File: src/rtl/pong_pkg.sv
// rtl/pong_pkg.sv - shared Pong types, widths and default constants
//
// Purpose : common definitions for the Pong display, AI and scoring blocks.
// Contents: scorekeeper state enum, score width, default game constants,
//           and the packed ball/paddle position field ranges.
package pong_pkg;

    typedef enum logic {
        PLAY     = 1'b0,
        WIN_HOLD = 1'b1
    } state_t;

    localparam int SCORE_W = 4;

    localparam int DEF_WIN_SCORE   = 7;
    localparam int DEF_HOLD_CYCLES = 60;

    // Packed position word: Y in [23:12], X in [11:0].
    localparam int POS_W     = 24;
    localparam int POS_Y_MSB = 23;
    localparam int POS_Y_LSB = 12;
    localparam int POS_X_MSB = 11;
    localparam int POS_X_LSB = 0;

    function automatic logic [POS_Y_MSB-POS_Y_LSB:0] pos_y(input logic [POS_W-1:0] pos);
        return pos[POS_Y_MSB:POS_Y_LSB];
    endfunction

    function automatic logic [POS_X_MSB-POS_X_LSB:0] pos_x(input logic [POS_W-1:0] pos);
        return pos[POS_X_MSB:POS_X_LSB];
    endfunction

endpackage

File: src/rtl/rise_detect.sv
// rtl/rise_detect.sv - one-bit rising-edge detector
//
// Purpose: flags the cycle in which d is high and was low at the previous edge.
// Ports  : clkS   in  clock
//          Reset  in  asynchronous active-high reset
//          d      in  level input
//          rise   out d & ~(d registered); a long high level gives one flag
module rise_detect (
    input  logic clkS,
    input  logic Reset,
    input  logic d,
    output logic rise
);

    logic d_q;

    always_ff @(posedge clkS or posedge Reset) begin
        if (Reset) begin
            d_q <= 1'b0;
        end else begin
            d_q <= d;
        end
    end

    assign rise = d & ~d_q;

endmodule

File: src/rtl/score_keeper.sv
// rtl/score_keeper.sv - Pong match scorekeeper with win hold
//
// Purpose: counts player/computer points from the ball tracker's scoring
//          flags, detects a game win, holds win for HOLD_CYCLES and then
//          clears the points and resumes play.
// Ports  : clkS     in   system clock
//          Reset    in   asynchronous active-high reset
//          PScore   in   player-scored flag
//          CScore   in   computer-scored flag
//          score    in   any-score flag, counted on its rising edge
//          PPoints  out  player points in the current game
//          CPoints  out  computer points in the current game
//          PGames   out  player games won (wraps)
//          CGames   out  computer games won (wraps)
//          PWon     out  player won the most recent game
//          CWon     out  computer won the most recent game
//          win      out  game-over hold to the ball tracker
module score_keeper
    import pong_pkg::*;
#(
    parameter int WIN_SCORE   = DEF_WIN_SCORE,
    parameter int HOLD_CYCLES = DEF_HOLD_CYCLES
) (
    input  logic               clkS,
    input  logic               Reset,
    input  logic               PScore,
    input  logic               CScore,
    input  logic               score,
    output logic [SCORE_W-1:0] PPoints,
    output logic [SCORE_W-1:0] CPoints,
    output logic [SCORE_W-1:0] PGames,
    output logic [SCORE_W-1:0] CGames,
    output logic               PWon,
    output logic               CWon,
    output logic               win
);

    localparam int HOLD_W = $clog2(HOLD_CYCLES + 1);
    localparam logic [SCORE_W-1:0] WIN_PTS   = SCORE_W'(WIN_SCORE);
    localparam logic [HOLD_W-1:0]  HOLD_LOAD = HOLD_W'(HOLD_CYCLES - 1);

    state_t             state;
    logic [HOLD_W-1:0]  hold_cnt;
    logic               point_ev;
    logic               first_point;
    logic [SCORE_W-1:0] p_next;
    logic [SCORE_W-1:0] c_next;

    rise_detect u_score_rise (
        .clkS  (clkS),
        .Reset (Reset),
        .d     (score),
        .rise  (point_ev)
    );

    assign p_next      = PPoints + 1'b1;
    assign c_next      = CPoints + 1'b1;
    assign first_point = (PPoints == '0) && (CPoints == '0);

    always_ff @(posedge clkS or posedge Reset) begin
        if (Reset) begin
            state    <= PLAY;
            hold_cnt <= '0;
            PPoints  <= '0;
            CPoints  <= '0;
            PGames   <= '0;
            CGames   <= '0;
            PWon     <= 1'b0;
            CWon     <= 1'b0;
            win      <= 1'b0;
        end else begin
            case (state)
                PLAY: begin
                    // Exactly one flag must be set; both/neither is a no-op.
                    if (point_ev && (PScore != CScore)) begin
                        if (first_point) begin
                            PWon <= 1'b0;
                            CWon <= 1'b0;
                        end
                        if (PScore) begin
                            PPoints <= p_next;
                            if (p_next == WIN_PTS) begin
                                // Placed after the clear so a one-point game still flags the winner.
                                PWon     <= 1'b1;
                                PGames   <= PGames + 1'b1;
                                win      <= 1'b1;
                                hold_cnt <= HOLD_LOAD;
                                state    <= WIN_HOLD;
                            end
                        end else begin
                            CPoints <= c_next;
                            if (c_next == WIN_PTS) begin
                                CWon     <= 1'b1;
                                CGames   <= CGames + 1'b1;
                                win      <= 1'b1;
                                hold_cnt <= HOLD_LOAD;
                                state    <= WIN_HOLD;
                            end
                        end
                    end
                end
                WIN_HOLD: begin
                    // Loaded with HOLD_CYCLES-1 at the winning edge, so win
                    // falls exactly HOLD_CYCLES edges later.
                    if (hold_cnt == '0) begin
                        win     <= 1'b0;
                        PPoints <= '0;
                        CPoints <= '0;
                        state   <= PLAY;
                    end else begin
                        hold_cnt <= hold_cnt - 1'b1;
                    end
                end
                default: begin
                    state <= PLAY;
                end
            endcase
        end
    end

endmodule

File: config.mk
export PLATFORM = sky130hd
export DESIGN_NAME = score_keeper
export DESIGN_NICKNAME = d
export VERILOG_FILES = /design/src/rtl/pong_pkg.sv /design/src/rtl/rise_detect.sv /design/src/rtl/score_keeper.sv
export SDC_FILE = /design/constraint.sdc
export NUM_CORES = 1
export LEC_CHECK = 0
export CELL_PAD_IN_SITES_DETAIL_PLACEMENT = 1
export CELL_PAD_IN_SITES_GLOBAL_PLACEMENT = 1
export CORE_UTILIZATION = 25
export DETAILED_ROUTE_END_ITERATION = 10
export PLACE_DENSITY_LB_ADDON = 0.2
export SLEW_MARGIN = 20
export SYNTH_ARGS = -nofsm -noshare
export SYNTH_HDL_FRONTEND = slang
export SYNTH_HIERARCHICAL = 1
export SYNTH_SLANG_ARGS = --single-unit
File: constraint.sdc
create_clock -name clkS -period 2.4 [get_ports clkS]
set_input_delay 0.24 -clock clkS [delete_from_list [all_inputs] [get_ports clkS]]
set_output_delay 0.24 -clock clkS [all_outputs]
set_load 0.02 [all_outputs]
==> results.json <==
{
  "rows": 27,
  "pwr-share-clk_pct": 34.1,
  "pin_count": 24,
  "dpl.hpwl_mm": 2.52,
  "ys_warn_count": 6,
  "dieArea_mm2": 0.00613,
  "min_path_type": "in -> async",
  "die_width_um": 78.3,
  "ys_seq_area_share_pct": 46.4,
  "p_switching_uw": 185,
  "grt-ovfl-total": 0,
  "wl_per_cell_um": 13.3,
  "die_h_um": 78.3,
  "placed_cell_area_mm2": 0.00179,
  "cts.clk_slew.worst_paths_ns": 0.10,
  "vias": 1134,
  "slowest_delay_ns": 0.51,
  "wirelength_mm": 3.26,
  "synth_largest_area_cell": "dfrtp_1",
  "synth_cells": 145,
  "io_buffers": 23,
  "start_util_pct": 26.1,
  "synth.most_common_cell": "dfrtp_1",
  "rsz0062_at_grt": "no",
  "htree_levels": 1,
  "p_leak_uw": 0.000861,
  "power_uw": 785,
  "core_area_mm2": 0.00557,
  "cp-start-kind": "register",
  "num-nets-final": 189,
  "setup_viol": 0,
  "synth_top_cells_by_area": "dfrtp_1 (46%), ha_1 (8.6%), nand2_1 (5.9%), nor2b_1 (3.0%), xor2_1 (3.0%)",
  "netlist_area_mm2": 0.00146,
  "drtIter0Drc": 45,
  "syn-num-nets": 160,
  "crit_type": "reg -> reg",
  "drc": 0,
  "dr.pass1.iters": 4,
  "combPwrFrac_pct": 6.5,
  "crit_family": "simple AND/OR/NAND/NOR gates",
  "synth_commonest_cells": "dfrtp_1 (27), nand2_1 (23), inv_1 (11)",
  "synthArstFlopShare_pct": 100,
  "dp_slack_ns": 0.260,
  "cts_resized": 0,
  "slew_headroom_pct": 72.7,
  "max_cap_violations": 0,
  "synth_edf_count": 0,
  "p_per_area_mw_per_mm2": 428,
  "finalClockSkew_ns": 0.00981,
  "setup_slack_ns": 0.448,
  "synth_seq_cells": 27,
  "p_int_uw": 600,
  "tightest_slew_ns": 0.407,
  "crit_required_ns": 2.58,
  "viasPerCell": 4.63,
  "run_status": "finished, final reports clean",
  "ys.flop_type": "dfrtp_1",
  "cts_setup_buffers": 0,
  "hold_buffers": 0,
  "fillers": 636,
  "cts.sinks": 27,
  "drive_above_1_share_pct": 9.25,
  "stdcell_area_mm2": 0.00184,
  "grt_max_degree": 27,
  "place.gp.congestion": 0.797,
  "clk_latency_ns": 0.28,
  "p_sw_share_pct": 23.5,
  "yosysTopAreaCellShare_pct": 46.4,
  "slowest_stage": "or3b_1",
  "gr-usage-all-layers_pct": 11.7,
  "ant_nets": 0,
  "cts-root-buf": "clkbuf_8",
  "ir_worst_vdd_mv": 0.240,
  "cp-end-kind": "register",
  "cts_buffers": 3,
  "synthToLayoutAreaGrowth_pct": 26.0,
  "fin_crit_sh_pct": 81.3,
  "num_antenna_cells": 0,
  "slew_viol_final": 0,
  "ys_types": 42,
  "hold_viol_final": 0,
  "hold_ws_ns": 0.120,
  "cp_max_fo": 8,
  "cts_tree": "done",
  "fmax_mhz": 512,
  "seqPwrFrac_pct": 59.4,
  "grt_pass1_wl_mm": 5.62,
  "fin_crit_ns": 1.95,
  "clockBufferDepth": 2,
  "grt_pass1_vias": 1192,
  "arrival_ns": 2.13,
  "path_cells": "ha_1 -> nor2b_1 -> a32oi_1 -> or3b_1 -> mux2_4",
  "avgSynthCellArea_um2": 10.0,
  "setup_tns_ns": 0,
  "path_buf_inv": 0,
  "grt_antenna_before_repair": 0
}
-- layout by cell type (no fill, tap or decap), types with 2 or more instances in the layout --
master and count:
a21oi_1 5, buf_4 2, clkbuf_8 3, clkdlybuf4s50_1 23, dfrtp_1 27, ha_1 10
inv_1 11, nand2_1 23, nand2b_1 2, nand3_1 6, nand4_1 3, nor2_1 3
nor2_2 2, nor2b_1 7, nor3_1 4, o21ai_0 6, xnor2_1 4, xor2_1 5
-- layer usage --
layer | GRT usage (%) | part of all wire, % | up-vias
li1 | - | - | 550
met1 | 13.2 | 44 | 557
met2 | 22.4 | 52 | 25
met3 | 3.37 | 3.9 | 2
met4 | 1.11 | 0.43 | 0
met5 | 0 | 0 | -
-- path summary, 6_finish.rpt --
check | from | to | slack [ns] | cells past startpoint
min in group clkS | score | u_score_rise/d_q | 0.44 | 1
worst max-delay path | PPoints[1] | PGames[1] | 0.45 | 5
worst min register to register | CGames[3] | CGames[3] | 0.47 | 1
max in group asynchronous | Reset | win | 1.79 | 3
worst min-delay path | Reset | u_score_rise/d_q | 0.12 | 2
worst max register to register | PPoints[1] | PGames[1] | 0.45 | 5
-- power by group through the flow --
stage / registers, uW / logic, uW / clock network (uW)
2_1_floorplan: 478 / 23.3 / 0
3_3_place_gp: 475 / 51.6 / 0
3_5_place_dp: 475 / 52.6 / 0
4_1_cts: 466 / 52.7 / 282
5_1_grt: 468 / 57.3 / 296
6_report: 466 / 50.8 / 268
-- flip-flops by register name, indices dropped and copies added (netlist names) --
signal            cells
hold_cnt              6
CGames                4
CPoints               4
PGames                4
PPoints               4
CWon                  1
PWon                  1
state                 1
u_score_rise/d_q      1
win                   1
-- area by class of cell --
| type | instances | area, um2 | share of cell area (%) |
|---|---|---|---|
| Clock inverter | 1 | 7.51 | 0.409 |
| Multi-Input combinational cell | 106 | 734 | 40.0 |
| Tap cell | 72 | 90.1 | 4.91 |
| Inverter | 11 | 41.3 | 2.25 |
| Clock buffer | 3 | 41.3 | 2.25 |
| Sequential cell | 27 | 676 | 36.8 |
| Timing Repair Buffer | 25 | 245 | 13.4 |
-- cell families after synthesis --
family | Yosys count | share of synthesized area (%)
AO/OA/AOI/OAI | 21 | 9.28
XOR/XNOR | 9 | 5.41
adder cells (fa/ha/maj) | 10 | 8.59
buffers and inverters | 12 | 3.18
flip-flops | 27 | 46.4
multiplexers | 3 | 2.49
AND/OR/NAND/NOR | 63 | 24.7
-- metrics by stage --
step,cells,utilization [%]
floorplan,145,-
global placement,241,32.1
detailed placement,241,32.1
CTS,245,32.9
global route,245,32.9
finish,245,32.9
Power figures use the tool's default switching activity.
